### src/rtl/alu_pkg.sv
// Shared types for the alu_nzcv_arb slice: ALU opcodes, NZCV flag bit positions
// and the response buffer state.
package alu_pkg;

    typedef enum logic [1:0] {
        ALU_ADD = 2'b00,
        ALU_SUB = 2'b01,
        ALU_AND = 2'b10,
        ALU_OR  = 2'b11
    } alu_ctrl_e;

    localparam int NZCV_N = 3;
    localparam int NZCV_Z = 2;
    localparam int NZCV_C = 1;
    localparam int NZCV_V = 0;

    typedef enum logic {
        RSP_EMPTY = 1'b0,
        RSP_FULL  = 1'b1
    } rsp_state_e;

endpackage

### src/rtl/alu_nzcv.sv
// Combinational N-bit ALU (ADD/SUB/AND/OR) producing NZCV flags.
// SUB is a + ~b + 1, so C is the no-borrow carry.
module alu_nzcv
    import alu_pkg::*;
#(
    parameter int N = 64
) (
    input  logic [N-1:0] i_a,
    input  logic [N-1:0] i_b,
    input  alu_ctrl_e    i_ctrl,
    output logic [N-1:0] o_result,
    output logic [3:0]   o_nzcv
);

    logic [N-1:0] b_op;
    logic         cin;
    logic [N:0]   sum;
    logic         carry;
    logic         ovf;

    always_comb begin
        b_op     = (i_ctrl == ALU_SUB) ? ~i_b : i_b;
        cin      = (i_ctrl == ALU_SUB);
        sum      = {1'b0, i_a} + {1'b0, b_op} + {{N{1'b0}}, cin};
        o_result = sum[N-1:0];
        carry    = 1'b0;
        ovf      = 1'b0;
        case (i_ctrl)
            ALU_ADD, ALU_SUB: begin
                carry = sum[N];
                // Signed overflow: both addends agree in sign but the sum does not.
                ovf   = (i_a[N-1] == b_op[N-1]) && (sum[N-1] != i_a[N-1]);
            end
            ALU_AND: o_result = i_a & i_b;
            ALU_OR:  o_result = i_a | i_b;
            default: ;
        endcase
        o_nzcv         = '0;
        o_nzcv[NZCV_N] = o_result[N-1];
        o_nzcv[NZCV_Z] = (o_result == '0);
        o_nzcv[NZCV_C] = carry;
        o_nzcv[NZCV_V] = ovf;
    end

endmodule

### src/rtl/rr_arb2.sv
// Two-way round-robin arbiter. last_grant resets to 1 so requester 0 wins
// the first conflict; it only moves when a grant is actually issued.
module rr_arb2 (
    input  logic       i_clk,
    input  logic       i_rst_n,
    input  logic [1:0] i_req,
    input  logic       i_en,
    output logic [1:0] o_gnt
);

    logic last_grant;

    always_comb begin
        o_gnt = 2'b00;
        if (i_en) begin
            case (i_req)
                2'b01:   o_gnt = 2'b01;
                2'b10:   o_gnt = 2'b10;
                2'b11:   o_gnt = last_grant ? 2'b01 : 2'b10;
                default: o_gnt = 2'b00;
            endcase
        end
    end

    always_ff @(posedge i_clk or negedge i_rst_n) begin
        if (!i_rst_n) begin
            last_grant <= 1'b1;
        end else if (|o_gnt) begin
            last_grant <= o_gnt[1];
        end
    end

endmodule

### src/rtl/alu_nzcv_arb.sv
// Two-requester round-robin front end for a shared alu_nzcv with a one-entry
// response buffer. Optional architectural flags register: ALU_FLAGS_REG_EN.
module alu_nzcv_arb
    import alu_pkg::*;
#(
    parameter int N = 64
) (
    input  logic         i_clk,
    input  logic         i_rst_n,
    input  logic         i_valid0,
    output logic         o_ready0,
    input  logic [N-1:0] i_a0,
    input  logic [N-1:0] i_b0,
    input  alu_ctrl_e    i_ctrl0,
    input  logic         i_valid1,
    output logic         o_ready1,
    input  logic [N-1:0] i_a1,
    input  logic [N-1:0] i_b1,
    input  alu_ctrl_e    i_ctrl1,
`ifdef ALU_FLAGS_REG_EN
    input  logic         i_set_flags0,
    input  logic         i_set_flags1,
    output logic [3:0]   o_flags,
`endif
    output logic         o_rsp_valid,
    input  logic         i_rsp_ready,
    output logic [N-1:0] o_rsp_result,
    output logic [3:0]   o_rsp_nzcv,
    output logic         o_rsp_id
);

    rsp_state_e   state;
    rsp_state_e   state_next;
    logic         can_accept;
    logic [1:0]   gnt;
    logic         accept;
    logic         sel;
    logic [N-1:0] alu_a;
    logic [N-1:0] alu_b;
    alu_ctrl_e    alu_ctrl;
    logic [N-1:0] alu_result;
    logic [3:0]   alu_flags;

    // Gating with reset keeps both readies low while reset is asserted.
    assign can_accept = (state == RSP_EMPTY) | i_rsp_ready;

    rr_arb2 u_arb (
        .i_clk   (i_clk),
        .i_rst_n (i_rst_n),
        .i_req   ({i_valid1, i_valid0}),
        .i_en    (can_accept & i_rst_n),
        .o_gnt   (gnt)
    );

    assign accept   = |gnt;
    assign sel      = gnt[1];
    assign o_ready0 = gnt[0];
    assign o_ready1 = gnt[1];

    assign alu_a    = sel ? i_a1 : i_a0;
    assign alu_b    = sel ? i_b1 : i_b0;
    assign alu_ctrl = sel ? i_ctrl1 : i_ctrl0;

    alu_nzcv #(.N(N)) u_alu (
        .i_a      (alu_a),
        .i_b      (alu_b),
        .i_ctrl   (alu_ctrl),
        .o_result (alu_result),
        .o_nzcv   (alu_flags)
    );

    always_ff @(posedge i_clk or negedge i_rst_n) begin
        if (!i_rst_n) begin
            state <= RSP_EMPTY;
        end else begin
            state <= state_next;
        end
    end

    // A drain and a new accept on the same edge keep the buffer full.
    always_comb begin
        state_next = state;
        case (state)
            RSP_EMPTY: if (accept) state_next = RSP_FULL;
            RSP_FULL:  if (i_rsp_ready && !accept) state_next = RSP_EMPTY;
            default:   state_next = RSP_EMPTY;
        endcase
    end

    assign o_rsp_valid = (state == RSP_FULL);

    always_ff @(posedge i_clk or negedge i_rst_n) begin
        if (!i_rst_n) begin
            o_rsp_result <= '0;
            o_rsp_nzcv   <= '0;
            o_rsp_id     <= 1'b0;
        end else if (accept) begin
            o_rsp_result <= alu_result;
            o_rsp_nzcv   <= alu_flags;
            o_rsp_id     <= sel;
        end
    end

`ifdef ALU_FLAGS_REG_EN
    logic set_sel;
    assign set_sel = sel ? i_set_flags1 : i_set_flags0;

    always_ff @(posedge i_clk or negedge i_rst_n) begin
        if (!i_rst_n) begin
            o_flags <= '0;
        end else if (accept && set_sel) begin
            o_flags <= alu_flags;
        end
    end
`endif

endmodule
### config.mk
export PLATFORM = sky130hd
export DESIGN_NAME = alu_nzcv_arb
export DESIGN_NICKNAME = d
export VERILOG_FILES = /design/src/rtl/alu_pkg.sv /design/src/rtl/alu_nzcv.sv /design/src/rtl/rr_arb2.sv /design/src/rtl/alu_nzcv_arb.sv
export SDC_FILE = /design/constraint.sdc
export NUM_CORES = 1
export LEC_CHECK = 0
export ABC_AREA = 1
export BUFFER_PORTS_ARGS = -buffer_cell sky130_fd_sc_hd__buf_2
export CAP_MARGIN = 25
export CELL_PAD_IN_SITES_DETAIL_PLACEMENT = 1
export CELL_PAD_IN_SITES_GLOBAL_PLACEMENT = 1
export CORE_ASPECT_RATIO = 1.1
export CORE_UTILIZATION = 35
export CTS_CLUSTER_DIAMETER = 30
export DETAILED_ROUTE_END_ITERATION = 6
export PLACE_DENSITY = 0.8
export SYNTH_ARGS = -nofsm -noshare
export SYNTH_HDL_FRONTEND = slang
export SYNTH_SLANG_ARGS = --single-unit
### constraint.sdc
create_clock -name i_clk -period 9.9 [get_ports i_clk]
set_input_delay 1.485 -clock i_clk [delete_from_list [all_inputs] [get_ports i_clk]]
set_output_delay 1.485 -clock i_clk [all_outputs]
set_load 0.05 [all_outputs]
* Yosys cells after proc, flatten, opt, wreduce, memory -nomap -nowiden
Cells that the tools add are included.
Storage, ports and cells: register bits after elaboration 71, word-level logic and storage cells 41
Operators by class: add/sub/neg operators 2, equality and inequality tests 8, muxes and demuxes 13, bitwise operators 6, reductions and logical operators 7
Operators by type and width (count):
- two-way mux 64 bit | 3
- one-hot mux 64 bit (2 select lines) | 1
- adder 64 x 64 -> 65 bit | 1
- adder 65 x 1 -> 65 bit | 1
- AND 64 bit | 1
- zero test 64 bit | 1
- inverter 64 bit | 1
- bitwise OR 64 bit | 1
- == test 2 bit (second input constant) | 4
- two-way mux 2 bit | 3
- one-hot mux 2 bit (3 select lines) | 1
- == test 2 x 1 -> 1 bit (second input constant) | 2
- two-way mux 1 bit | 4
- OR reduction 2 bit | 2
- logical AND 1 bit | 2
- zero test 2 bit | 1
- one-hot mux 1 bit (2 select lines) | 1
- AND 1 bit | 1
- == test 1 bit | 1
- zero test 1 bit | 1
- != test 1 bit | 1
- inverter 1 bit | 1
- bitwise OR 1 bit | 1

* Logic depth before layout (Yosys ltp)
Gate-level depths: netlist of run 1.
word-level depth 12, depth in mapped cells 37

* Modules after synthesis
Synthesis of run 1 repeated with hierarchy kept, for this count alone.
Unflattened totals: cells, all modules 2382, area total of the unflattened synthesis 12431.9 µm²
Modules (own cells, without submodules):
- alu_nzcv | times used 1, cells each 1650, area each 7986.4 µm², sequential area each 0.0 µm²
- alu_nzcv_arb | times used 1, cells each 721, area each 4380.5 µm², sequential area each 1751.7 µm²
- rr_arb2 | times used 1, cells each 11, area each 65.1 µm², sequential area each 26.3 µm²

* Worst setup path before layout of run 1
Ideal clock, no wire load.
path kind input-to-reg, start input port i_rsp_ready, end register o_rsp_nzcv[2], library setup time 0.066 ns, arrival time 5.197 ns, data required time 9.834 ns, path slack 4.637 ns, cell stages on the path 31, path through inv_2 > nand2_2 > nand2_4 > nor2_4 > nand2_2 > nand2_4 > buf_2 > buf_2 > buf_2 > nand2_1 > buf_2 > xor2_1 > fa_1 > nand2_1 > nand2_1 > nand3_1 > nand2_1 > nand2_1 > nand2_1 > or2_2 > a21oi_1 > nand3_1 > nor2_1 > nand4_1 > nor2_1 > nand4_1 > nor2_1 > nand3_1 > nor2_1 > nand2_1 > nand2_1
Between the ends: longest elaborated chain between the ends 10
Ends and longest elaborated chain:
- from (decl) | RTL line alu_nzcv_arb.sv:26 | input logic i_rsp_ready,
- bitwise OR 1 bit (*) | RTL line alu_nzcv_arb.sv:45 | assign can_accept = (state == RSP_EMPTY) | i_rsp_ready;
- AND 1 bit (*) | RTL line alu_nzcv_arb.sv:51 | .i_en (can_accept & i_rst_n),
- two-way mux 2 bit (*) | RTL line rr_arb2.sv:15 | if (i_en) begin
- two-way mux 2 bit / two-way mux 64 bit (equally long branches) | RTL line alu_nzcv_arb.sv:62, alu_nzcv_arb.sv:61
- == test 2 x 1 -> 1 bit / inverter 64 bit (equally long branches) | RTL line alu_nzcv.sv:22, alu_nzcv.sv:23
- two-way mux 64 bit | RTL line alu_nzcv.sv:22 | b_op = (i_ctrl == ALU_SUB) ? ~i_b : i_b;
- adder 64 x 64 -> 65 bit | RTL line alu_nzcv.sv:24 | sum = {1'b0, i_a} + {1'b0, b_op} + {{N{1'b0}}, cin};
- adder 65 x 1 -> 65 bit | RTL line alu_nzcv.sv:24
- one-hot mux 64 bit (2 select lines) | RTL line alu_nzcv.sv:28 | case (i_ctrl)
- zero test 64 bit | RTL line alu_nzcv.sv:40 | o_nzcv[NZCV_Z] = (o_result == '0);
- to (signal assigned) | RTL line alu_nzcv_arb.sv:99 | o_rsp_nzcv <= alu_flags;
- to (decl) | RTL line alu_nzcv_arb.sv:28 | output logic [3:0] o_rsp_nzcv,
Mark *: on every way between the ends. The rest lies on a longest branch, timed or not. A chain may end at the register's enable or synchronous reset.

* Final worst setup path of run 1
start input port i_rst_n, end register o_rsp_nzcv[2]
Between the ends: longest elaborated chain between the ends 9
Ends and longest elaborated chain:
- from (decl) | RTL line alu_nzcv_arb.sv:9 | input logic i_rst_n,
- AND 1 bit (*) | RTL line alu_nzcv_arb.sv:51
- two-way mux 2 bit (*) | RTL line rr_arb2.sv:15
- two-way mux 2 bit / two-way mux 64 bit (equally long branches) | RTL line alu_nzcv_arb.sv:62, alu_nzcv_arb.sv:61
- == test 2 x 1 -> 1 bit / inverter 64 bit (equally long branches) | RTL line alu_nzcv.sv:22, alu_nzcv.sv:23
- two-way mux 64 bit | RTL line alu_nzcv.sv:22
- adder 64 x 64 -> 65 bit | RTL line alu_nzcv.sv:24
- adder 65 x 1 -> 65 bit | RTL line alu_nzcv.sv:24
- one-hot mux 64 bit (2 select lines) | RTL line alu_nzcv.sv:28
- zero test 64 bit | RTL line alu_nzcv.sv:40
Marks and branches as above.

==> metrics.md, run 1 <==
| Metric | Value |
|---|---|
| Run status | finished clean |
| Leakage | 7.39 nW |
| Flip-flop and latch count after synthesis | 70 |
| CTS Buf Count | 9 |
| Clock tree from TritonCTS | done |
| Clock Tree Buf Depth | 2 |
| Post-detailed-route DRC marker count | 0 |
| Setup Skew | around 0.0066 ns |
| I/O Buffers | 336 |
| Slowest cell delay on critical path | 0.60 ns |
| Max Slew Vio Count | 0 |
| Worst R2R Start | o_rsp_valid |
| # clock sinks | 70 |
| Post-synthesis instance area | 11500 um^2 |
| Setup fix buffers added after clock tree synthesis | 0 |
| Area of all sequential standard cells | 1750 um^2 |
| RSZ-0062 raised after global routing | false |
| Synthesized area per cell | between 5 and 6 um^2 |
| Share of post-route cells with drive strength above 1 | 17.4% |
| Layout area overhead | 19.8% |
| Max-cap viol count | 0 |
| Initial detailed-routing violation count | between 600 and 700 |
| Final worst path period need | 6.59 ns |
| DRT Pass-1 Iters | 5 |
| Die Width | 175 um |
| Std cell rows | 69 |
| Area of the placeable core | 32300 um^2 |
| Capturing element type of the critical path | flop |
| Fraction of the mapped netlist area in simple logic gates | between 40% and 50% |
| Sequential fraction of the synthesis area | 15.3% |
| Remaining global-route overflow | 0 |
| Internal | 1.20 mW |
| Global-route wire length before repair | 83800 um |
| Number of diodes | 0 |
| Routed via count divided by cell count | approximately 5.3 |
| Crit-path leading delay family | simple AND/OR/NAND/NOR gates |
| Critical-path cell with the highest stage delay | sky130_fd_sc_hd__a21oi_1 |
| Final estimated routing congestion in global placement | 0.951 |
| Class of the worst hold path | reg2reg |
| Synth Area in Adders | 7.04% |
| Die ar. | about 34000 um^2 |
| Number of inserted filler cells in the final layout | ~4600 |
| Total global routing track utilization | 32.8% |
| Parity-gate share of the synthesized area counting xor and xnor cells | 5.19% |
| Share of power burned in registers | about 16% |
| Worst setup path startpoint | i_rst_n |
| Dpl hpwl | between 40000 and 50000 um |
| Required arrival time at the worst endpoint | about 10 ns |
| Post-synth top area cell | sky130_fd_sc_hd__nand2_1 |
| Vias in the first global route | 14800 |
| Power spent charging and discharging nets | 1.83 mW |
| Share of the synthesized area in the top cell type | a little under a quarter |
| Commonest non-fill, non-tap cells in the layout | sky130_fd_sc_hd__nand2_1 (715), sky130_fd_sc_hd__buf_2 (336), sky130_fd_sc_hd__nor2_1 (231) |
| Most used cell along the critical path | sky130_fd_sc_hd__nand2_1 |
| WL per Instance | 20.2 um |
| Synth async-reset ratio | 100% |
| Area fraction in compound gates after synthesis | 18.7% |
| Total number of nets in the final design | 2675 |
| Kind of launch point of the worst setup path | primary input |
| Die outline height | 192 um |
| Post-synth cell types | 54 |
| Worst path bufs/invs | 1 |
| Peak VDD IR | roughly 0.14 mV |
| Antenna violations before repair | 0 |
| Count of flip-flops with a built-in enable after synthesis | 0 |
| Final setup fails | 0 |
| Relative contribution of the clock network to total power | between 10% and 20% |
| Start-to-end type of the worst setup path | in2reg |
| Instance count of the mapped netlist | 2055 |
| Post_cts resized | 0 |
| Insertion delay to the later sink of the worst-skew pair | 0.34 ns |
| Setup total negative slack | 0 ns |
| Vias | 14600 |
| Area of combinational cells with multiple inputs | about 8500 um^2 |
| Total detailed-routing wirelength | around 56000 um |
| Max-slew headroom | 35.2% |
| Maximum fanout along the worst path | 49 |
| Largest cells by area after synthesis | sky130_fd_sc_hd__nand2_1 (23%), sky130_fd_sc_hd__dfrtp_1 (15%), sky130_fd_sc_hd__nor2_1 (7.6%) |
| Primary flip-flop cell chosen by synthesis mapping | sky130_fd_sc_hd__dfrtp_1 |
| P per Cell Area | 220 nW/um^2 |
| Synth Net Count | 2384 |
| Maximum achievable frequency | 0.152 GHz |
| Total number of H-tree levels | 3 |
| Count of final hold-check violations | 0 |
| Share of the clock period used by the worst path | 66.6% |
| Number of warning messages in the yosys log | 0 |
| Combinational family with the most area after synthesis | simple AND/OR/NAND/NOR gates |
| Critical path data arrival time | 6.87 ns |
| CTS clk-pin slew, worst paths | 0.06 ns |
| I/O pin count | 337 |
| Starting density of the core | 35.6% |
| Root Buffer Master | sky130_fd_sc_hd__clkbuf_16 |
| Switching share of power | 60.5% |
| Hold buffer count at CTS | 0 |
| Part of the power in combinational logic | between 70% and 80% |
| Final antenna-violating net count | 0 |
| Mux contribution to synthesized area | 2.79% |
| Launch instance of the worst min-delay path | o_rsp_id |
| Most common library cell in the layout ignoring fill and taps | sky130_fd_sc_hd__nand2_1 |
| Largest net degree at the start of global routing | 86 |
| Fin Hold WS | ~0.47 ns |
| Pin slew with the least headroom to its limit | 0.972 ns |
-- power by group through the flow --
| stage | Combinational, mW | Sequential, mW | Clock, mW |
|---|---|---|---|
| floorplan | 1.09 | 0.883 | 0 |
| global placement | 2.16 | 0.479 | 0 |
| detailed placement | 2.20 | 0.483 | 0 |
| CTS | 2.22 | 0.480 | 0.332 |
| global route | 2.39 | 0.492 | 0.345 |
| finish | 2.22 | 0.481 | 0.330 |
-- worst min-delay path: stages, from the launching register on --
cell and delay [ns]:
sky130_fd_sc_hd__dfrtp_1 0.34, sky130_fd_sc_hd__nand2_1 0.05, sky130_fd_sc_hd__nand2_1 0.04
-- registers in the layout (all words and copies together) (netlist names) --
name,cells
o_rsp_valid,1
u_arb.last_grant,1
o_rsp_nzcv,3
o_rsp_result,64
o_rsp_id,1
-- through the flow --
| step | cell area [um^2] | setup slack (ns) | power [mW] | std cells | util [%] |
|---|---|---|---|---|---|
| 2_1_floorplan | 11500 | 4.64 | 1.97 | 2055 | - |
| 3_3_place_gp | 13400 | 3.03 | 2.64 | 2760 | 41.6 |
| 3_5_place_dp | 13500 | 2.96 | 2.68 | 2761 | 41.7 |
| 4_1_cts | 13800 | 3.29 | 3.03 | 2777 | 42.6 |
| 5_1_grt | 13800 | 2.90 | 3.23 | 2777 | 42.6 |
| 6_report | 13800 | 3.31 | 3.03 | 2777 | 42.6 |
-- routing by layer --
metal / global-route usage (%) / vias to the layer above / wire length (um)
met4: 23.2 / 0 / 4560
met5: 0 / - / 0
met2: 61.7 / 457 / 28300
li1: - / 7185 / -
met3: 2.89 / 132 / 2010
met1: 34.3 / 6858 / 21300
-- final cells by class --
class	count	share of cell area, %
Tap cell	426	3.87
Clock inverter	6	0.518
Multi-Input combinational cell	1684	61.9
Timing Repair Buffer	349	13.0
Clock buffer	10	1.66
Inverter	232	6.33
Sequential cell	70	12.7
-- Yosys cell counts (3+ instances only) --
library cell,instances
sky130_fd_sc_hd__xor2_1,43
sky130_fd_sc_hd__nand3_1,105
sky130_fd_sc_hd__o21ai_1,48
sky130_fd_sc_hd__buf_4,8
sky130_fd_sc_hd__nor2_1,233
sky130_fd_sc_hd__dfrtp_1,69
sky130_fd_sc_hd__xnor2_1,25
sky130_fd_sc_hd__nand4_1,12
sky130_fd_sc_hd__o21bai_1,14
sky130_fd_sc_hd__or2_2,4
sky130_fd_sc_hd__inv_2,3
sky130_fd_sc_hd__mux2i_1,32
sky130_fd_sc_hd__a21oi_1,141
sky130_fd_sc_hd__inv_1,228
sky130_fd_sc_hd__a21o_1,7
sky130_fd_sc_hd__buf_2,28
sky130_fd_sc_hd__o21ai_0,114
sky130_fd_sc_hd__ha_1,63
sky130_fd_sc_hd__nand2_2,15
sky130_fd_sc_hd__buf_1,3
sky130_fd_sc_hd__clkbuf_1,24
sky130_fd_sc_hd__buf_6,6
sky130_fd_sc_hd__or2_1,5
sky130_fd_sc_hd__a31oi_1,34
sky130_fd_sc_hd__nor4_1,4
sky130_fd_sc_hd__and2_1,3
sky130_fd_sc_hd__nor3_1,8
sky130_fd_sc_hd__nand2_1,717
sky130_fd_sc_hd__o21a_1,12
sky130_fd_sc_hd__nand3b_1,9
sky130_fd_sc_hd__nand2_4,8
-- logic make-up (layout without fill, tap and decap cells) --
kind of cell / Yosys count / after routing
AO/OA/AOI/OAI: 390 / 390
multiplexers: 32 / 32
XOR/XNOR: 68 / 68
AND/OR/NAND/NOR: 1130 / 1130
buffers and inverters: 301 / 597
flip-flops: 70 / 70
adder cells (fa/ha/maj): 64 / 64
-- final timing paths --
kind | endpoint | slack [ns] | cells past startpoint
worst min-delay path | o_rsp_id | 0.47 | 2
max in group asynchronous | o_rsp_result[58] | 7.76 | 2
worst max-delay path | o_rsp_nzcv[2] | 3.31 | 26
min in group asynchronous | o_rsp_result[6] | 1.01 | 1
worst min register to register | o_rsp_id | 0.47 | 2
worst max register to register | o_rsp_nzcv[2] | 4.23 | 26
Power figures use the tool's default switching activity.
==> inputs of run 2 (changes only) <==
--- a/config.mk
+++ b/config.mk
@@ -11,10 +11,10 @@
 export CELL_PAD_IN_SITES_DETAIL_PLACEMENT = 1
 export CELL_PAD_IN_SITES_GLOBAL_PLACEMENT = 1
 export CORE_ASPECT_RATIO = 1.1
-export CORE_UTILIZATION = 35
+export CORE_UTILIZATION = 32
 export CTS_CLUSTER_DIAMETER = 30
 export DETAILED_ROUTE_END_ITERATION = 6
-export PLACE_DENSITY = 0.8
+export PLACE_DENSITY = 0.77
 export SYNTH_ARGS = -nofsm -noshare
 export SYNTH_HDL_FRONTEND = slang
 export SYNTH_SLANG_ARGS = --single-unit
==> constraint.sdc (replaced) <==
create_clock -name i_clk -period 5.4 [get_ports i_clk]
set_input_delay 0.81 -clock i_clk [delete_from_list [all_inputs] [get_ports i_clk]]
set_output_delay 0.81 -clock i_clk [all_outputs]
set_load 0.05 [all_outputs]
==> metrics.md, run 2 (synthesized netlist as in run 1, its figures left out) <==
| Metric | Value |
|---|---|
| Starting density of the core | 32.6% (was 35.6%) |
| Maximum fanout along the worst path | 67 (was 49) |
| Worst R2R Start | o_rsp_valid (unchanged) |
| Slowest cell delay on critical path | 0.46 ns (was 0.60 ns) |
| Critical-path cell with the highest stage delay | sky130_fd_sc_hd__ha_1 (was sky130_fd_sc_hd__a21oi_1) |
| Worst setup path startpoint | i_rsp_ready (was i_rst_n) |
| Share of the clock period used by the worst path | 94.6% |
| Commonest non-fill, non-tap cells in the layout | sky130_fd_sc_hd__nand2_1 (715), sky130_fd_sc_hd__buf_2 (336), sky130_fd_sc_hd__nor2_1 (232) (was sky130_fd_sc_hd__nand2_1 (715), sky130_fd_sc_hd__buf_2 (336), sky130_fd_sc_hd__nor2_1 (231)) |
| Kind of launch point of the worst setup path | primary input (unchanged) |
| Total number of H-tree levels | 3 (unchanged) |
| RSZ-0062 raised after global routing | false (unchanged) |
| Most common library cell in the layout ignoring fill and taps | sky130_fd_sc_hd__nand2_1 (unchanged) |
| Vias in the first global route | 15400 (was 14800) |
| Final antenna-violating net count | 0 (unchanged) |
| Hold buffer count at CTS | 0 (unchanged) |
| Capturing element type of the critical path | flop (unchanged) |
| Worst R2R Setup Slack | 0.44 ns (was 4.23 ns) |
| Root Buffer Master | sky130_fd_sc_hd__clkbuf_16 (unchanged) |
| I/O Buffers | 336 (unchanged) |
| Start-to-end type of the worst setup path | in2reg (unchanged) |
| Clock tree from TritonCTS | done (unchanged) |
| Total detailed-routing wirelength | 58600 um (was 56100 um) |
| WL per Instance | 20.5 um (was 20.2 um) |
| Dpl hpwl | 49700 um (was 47500 um) |
| Critical path data arrival time | 5.39 ns (was 6.87 ns) |
| # clock sinks | 70 (unchanged) |
| Number of inserted filler cells in the final layout | 4943 (was 4646) |
| Max Slew Vio Count | 0 (unchanged) |
| Total number of nets in the final design | 2706 (was 2675) |
| CTS clk-pin slew, worst paths | 0.06 ns (about the same) |
| Antenna violations before repair | 0 (unchanged) |
| Max reg flops | 64 (unchanged) |
| Class of the worst hold path | in2async (was reg2reg) |
| Remaining global-route overflow | 0 (unchanged) |
| Layout area overhead | 23.2% (was 19.8%) |
| Violations in the final reports | DRC |
| Initial detailed-routing violation count | 680 (was 642) |
| P per Cell Area | 406 nW/um^2 (was 220 nW/um^2) |
| Count of final hold-check violations | 0 (unchanged) |
| Routed via count divided by cell count | 5.20 (was 5.27) |
| Post_cts resized | 0 (unchanged) |
| Setup Skew | 0.00437 ns (was 0.00664 ns) |
| Total global routing track utilization | 31.6% (was 32.8%) |
| Std cell rows | 72 (was 69) |
| Final worst path period need | 5.11 ns |
| Largest net degree at the start of global routing | 86 (unchanged) |
| Final estimated routing congestion in global placement | 1.00 (was 0.951) |
| Die Width | 183 um (was 175 um) |
| Pin slew with the least headroom to its limit | 0.952 ns (was 0.972 ns) |
| Max-cap viol count | 0 (unchanged) |
| DRT Pass-1 Iters | 7 (was 5) |
| Setup fix buffers added after clock tree synthesis | 0 (unchanged) |
| Area of the placeable core | 35200 um^2 (was 32300 um^2) |
| Leakage | 7.58 nW (was 7.39 nW) |
| Max-slew headroom | 36.5% (was 35.2%) |
| Vias | 14900 (was 14600) |
| Share of post-route cells with drive strength above 1 | 18.4% (was 17.4%) |
| Die ar. | 36700 um^2 (was 33500 um^2) |
| Final Instance Area | 14100 um^2 (was 13800 um^2) |
| Post-detailed-route DRC marker count | 1 (was 0) |
| Cell area after placement | 13800 um^2 (was 13500 um^2) |
| Maximum achievable frequency | 0.196 GHz |
| CTS Buf Count | 9 (unchanged) |
| Register bank with the most flops | o_rsp_result (unchanged) |
| Setup total negative slack | 0 ns (unchanged) |
| Peak VDD IR | 0.248 mV (was 0.140 mV) |
| Crit-path leading delay family | simple AND/OR/NAND/NOR gates (unchanged) |
| Required arrival time at the worst endpoint | 5.68 ns (was 10.18 ns) |
| Insertion delay to the later sink of the worst-skew pair | 0.34 ns (about the same) |
| Worst path bufs/invs | 6 (was 1) |
| Clock Tree Buf Depth | 2 (unchanged) |
| Most used cell along the critical path | sky130_fd_sc_hd__nand2_1 (unchanged) |
| Die outline height | 201 um (was 192 um) |
| I/O pin count | 337 (unchanged) |
| Global-route wire length before repair | 88500 um (was 83800 um) |
| Run status | finished with violations (was finished clean) |
| Final setup fails | 0 (unchanged) |
| Top Registers | o_rsp_result: 64 flops, o_rsp_nzcv: 3 flops (unchanged) |
run 2: worst reg2reg max path: cells and delay by family (launching register included):
kind / cells / cell delay [ns]
xor gates and xnor gates: 1 / 0.15
DFF: 1 / 0.41
AOI/OAI and AO/OA: 3 / 0.68
adders and majority gates: 1 / 0.46
buffers and inverters: 4 / 0.56
and+or+nand+nor: 19 / 2.61
run 2: per-layer routing:
metal	part of all wire, %	global-route usage [%]	up-vias
li1	-	-	7250
met1	39	34.4	7048
met2	50	58.8	457
met3	3.5	2.67	134
met4	7.1	19.4	0
met5	0	0	-
run 2: where the power goes:
part	internal [mW]	switching, mW
Combinational	1.16	3.04
Sequential	0.742	0.141
Clock	0.406	0.247
Total	2.31	3.43
run 2: layout make-up:
type | count | area (um^2) | area share (%)
Clock buffer | 9 | 225 | 1.59
Clock inverter | 7 | 97.6 | 0.690
Inverter | 232 | 871 | 6.16
Tap cell | 481 | 602 | 4.25
Sequential cell | 70 | 1750 | 12.4
Timing Repair Buffer | 380 | 2090 | 14.8
Multi-Input combinational cell | 1684 | 8510 | 60.1
Antenna cell | 1 | 2.50 | 0.0177
run 2: path summary, 6_finish.rpt:
check | to | cells after the start
max in group asynchronous | o_rsp_result[30] | 2
min reg2reg | o_rsp_id | 2
max | o_rsp_nzcv[2] | 30
min | o_rsp_valid | 1
min in group i_clk | o_rsp_id | 2
max reg2reg | o_rsp_nzcv[2] | 28
run 2: metrics by stage:
step | setup WS, ns | total power, mW | cells | util (%) | hold slack, ns
final | 0.290 | 5.74 | 2864 | 40.2 | 0.266
after global routing | 0.00432 | 6.12 | 2863 | 40.2 | 0.257
after CTS | 0.335 | 5.74 | 2863 | 40.2 | 0.261
after detailed placement | 0.00780 | 5.06 | 2847 | 39.2 | 0.457
after global placement | 0.0381 | 4.99 | 2847 | 39.2 | 0.449
after floorplan | 0.812 | 3.61 | 2055 | - | 0.456
==> inputs of run 3 (changes only) <==
--- a/config.mk
+++ b/config.mk
@@ -6,6 +6,7 @@
 export NUM_CORES = 1
 export LEC_CHECK = 0
 export ABC_AREA = 1
+export ABC_CLOCK_PERIOD_IN_PS = 5400
 export BUFFER_PORTS_ARGS = -buffer_cell sky130_fd_sc_hd__buf_2
 export CAP_MARGIN = 25
 export CELL_PAD_IN_SITES_DETAIL_PLACEMENT = 1
==> constraint.sdc (replaced) <==
create_clock -name i_clk -period 5.4 [get_ports i_clk]
set_input_delay 0 -clock i_clk [delete_from_list [all_inputs] [get_ports i_clk]]
set_output_delay 0 -clock i_clk [all_outputs]
set_load 0.05 [all_outputs]
==> metrics.md, run 3 (synthesized netlist as in run 1, its figures left out) <==
| Metric | Value |
|---|---|
| Run status | finished clean (was finished with violations) |
| Setup fix buffers added after clock tree synthesis | 0 (unchanged) |
| Relative contribution of the clock network to total power | 11.0% (was 11.4%) |
| Leakage | 7.44 nW (was 7.58 nW) |
| Post-detailed-route DRC marker count | 0 (was 1) |
| Maximum fanout along the worst path | 24 (was 67) |
| Max Slew Vio Count | 0 (unchanged) |
| Switching share of power | 60.5% (was 59.8%) |
| Top Registers | o_rsp_result: 64 flops, o_rsp_nzcv: 3 flops (unchanged) |
| CTS Buf Count | 9 (unchanged) |
| Wire length the detailed router placed on met1 | 22600 um (was 22900 um) |
| Total detailed-routing wirelength | 57400 um (was 58600 um) |
| Layout area overhead | 21.1% (was 23.2%) |
| Final antenna-violating net count | 0 (unchanged) |
| Area of the placeable core | 35200 um^2 (unchanged) |
| Register bank with the most flops | o_rsp_result (unchanged) |
| Critical path data arrival time | 5.30 ns (was 5.39 ns) |
| WL per Instance | 20.2 um (was 20.5 um) |
| Worst path bufs/invs | 6 (unchanged) |
| Share of the clock period used by the worst path | 92.8% (was 94.6%) |
| Share of power burned in registers | 15.8% (was 15.4%) |
| Max reg flops | 64 (unchanged) |
| Part of the power in combinational logic | 73.2% (about the same) |
| RSZ-0062 raised after global routing | false (unchanged) |
| Stages on the worst setup path | 30 (unchanged) |
| CTS clk-pin slew, worst paths | 0.07 ns (was 0.06 ns) |
| Count of final hold-check violations | 0 (unchanged) |
| Uppermost routed layer | met4 (unchanged) |
| # clock sinks | 70 (unchanged) |
| Commonest non-fill, non-tap cells in the layout | sky130_fd_sc_hd__nand2_1 (715), sky130_fd_sc_hd__buf_2 (336), sky130_fd_sc_hd__nor2_1 (232) (unchanged) |
| Most used cell along the critical path | sky130_fd_sc_hd__nand2_1 (unchanged) |
| I/O pin count | 337 (unchanged) |
| Clock Tree Buf Depth | 2 (unchanged) |
| Peak VDD IR | 0.199 mV (was 0.248 mV) |
| P per Cell Area | 402 nW/um^2 (was 406 nW/um^2) |
| Max-slew headroom | 47.7% (was 36.5%) |
| Maximum achievable frequency | 0.199 GHz (was 0.196 GHz) |
| Slowest cell delay on critical path | 0.52 ns (was 0.46 ns) |
| Setup total negative slack | 0 ns (unchanged) |
| Capturing element type of the critical path | flop (unchanged) |
| I/O Buffers | 336 (unchanged) |
| DRT Pass-1 Iters | 5 (was 7) |
| Global-route wire length before repair | 86300 um (was 88500 um) |
| Std cell rows | 72 (unchanged) |
| Class of the worst hold path | in2async (unchanged) |
| Routed via count divided by cell count | 5.15 (was 5.20) |
| Final estimated routing congestion in global placement | 0.996 (was 1.00) |
| Die ar. | 36700 um^2 (unchanged) |
| Largest net degree at the start of global routing | 86 (unchanged) |
| Overall power | 5.59 mW (was 5.74 mW) |
| Clock tree from TritonCTS | done (unchanged) |
| Logic depth of the worst register-to-register path | 29 (was 28) |
| WL met2 | 29700 um (was 29500 um) |
| Root Buffer Master | sky130_fd_sc_hd__clkbuf_16 (unchanged) |
| Insertion delay to the later sink of the worst-skew pair | 0.34 ns (about the same) |
| Final worst path period need | 5.01 ns (was 5.11 ns) |
| Crit-path leading delay family | simple AND/OR/NAND/NOR gates (unchanged) |
| Pin slew with the least headroom to its limit | 0.785 ns (was 0.952 ns) |
| Share of post-route cells with drive strength above 1 | 17.5% (was 18.4%) |
| Dpl hpwl | 48300 um (was 49700 um) |
| Antenna violations before repair | 0 (unchanged) |
| Die Width | 183 um (unchanged) |
| Most common library cell in the layout ignoring fill and taps | sky130_fd_sc_hd__nand2_1 (unchanged) |
| Initial detailed-routing violation count | 599 (was 680) |
| Final setup fails | 0 (unchanged) |
| Max-cap viol count | 0 (unchanged) |
| Internal | 2.21 mW (was 2.31 mW) |
| Critical-path cell with the highest stage delay | sky130_fd_sc_hd__dlygate4sd3_1 (was sky130_fd_sc_hd__ha_1) |
| Number of inserted filler cells in the final layout | 5001 (was 4943) |
| Vias in the first global route | 15000 (was 15400) |
| Total number of nets in the final design | 2682 (was 2706) |
| Met3 routed wirelength | 1850 um (was 2030 um) |
| Setup Skew | 0.00703 ns (was 0.00437 ns) |
| Worst R2R Setup Slack | 0.51 ns (was 0.44 ns) |
| Number of diodes | 0 (was 1) |
| Total global routing track utilization | 31.0% (was 31.6%) |
| Kind of launch point of the worst setup path | primary input (unchanged) |
| Power spent charging and discharging nets | 3.38 mW (was 3.43 mW) |
| Start-to-end type of the worst setup path | in2reg (unchanged) |
| Starting density of the core | 32.6% (unchanged) |
| Vias | 14600 (was 14900) |
| Total number of H-tree levels | 3 (unchanged) |
| Remaining global-route overflow | 0 (unchanged) |
| Die outline height | 201 um (unchanged) |
| Required arrival time at the worst endpoint | 5.68 ns (about the same) |
run 3: worst paths after layout:
path | from | endpoint
max reg2reg | u_arb.last_grant | o_rsp_nzcv[2]
min | i_rst_n | o_rsp_result[4]
max | i_rst_n | o_rsp_nzcv[2]
min in group i_clk | i_a0[60] | o_rsp_result[60]
max in group asynchronous | i_rst_n | o_rsp_result[42]
min reg2reg | o_rsp_id | o_rsp_id
run 3: metal layers:
layer / vias to the layer above / global-route usage, %
li1: 7200 / -
met1: 6907 / 33.6
met2: 408 / 59.4
met3: 108 / 2.52
met4: 0 / 15.4
met5: - / 0
run 3: through the flow:
step / hold WS (ns) / cell area, um^2 / instances / util (%) / worst slack (ns)
2_1_floorplan: -0.296 / 11500 / 2055 / - / 0.967
3_3_place_gp: -0.0526 / 13600 / 2821 / 38.6 / 0.711
3_5_place_dp: -0.0447 / 13600 / 2821 / 38.6 / 0.608
4_1_cts: 0.133 / 13900 / 2839 / 39.5 / 0.431
5_1_grt: 0.161 / 13900 / 2839 / 39.5 / 0.0469
6_report: 0.125 / 13900 / 2839 / 39.5 / 0.387
run 3: worst reg2reg max path: cells and delay by family, from the launching register on:
| kind | cells | cell delay, ns |
|---|---|---|
| flip-flops | 1 | 0.55 |
| adder cells (fa/ha/maj) | 1 | 0.47 |
| AO/OA/AOI/OAI | 2 | 0.36 |
| AND/OR/NAND/NOR | 21 | 2.62 |
| buffers and inverters | 4 | 0.69 |
| XOR/XNOR | 1 | 0.13 |
run 3: layout make-up:
| cell class | count | area, um^2 | area share (%) |
|---|---|---|---|
| Timing Repair Buffer | 356 | 1870 | 13.5 |
| Sequential cell | 70 | 1750 | 12.6 |
| Clock buffer | 10 | 229 | 1.65 |
| Tap cell | 481 | 602 | 4.33 |
| Inverter | 232 | 871 | 6.26 |
| Multi-Input combinational cell | 1684 | 8510 | 61.2 |
| Clock inverter | 6 | 71.3 | 0.513 |
run 3: power by group through the flow:
stage / Clock (mW) / Combinational, mW / Sequential, mW
after detailed placement: 0 / 4.06 / 0.888
after floorplan: 0 / 1.99 / 1.62
after global placement: 0 / 4.01 / 0.882
final: 0.614 / 4.09 / 0.883
after global routing: 0.639 / 4.41 / 0.907
after CTS: 0.616 / 4.09 / 0.884
run 3: timing repair:
item,in CTS,in global routing
hold buffers,2,0
endpoints found under the hold margin,15,0
gates resized for setup,0,0
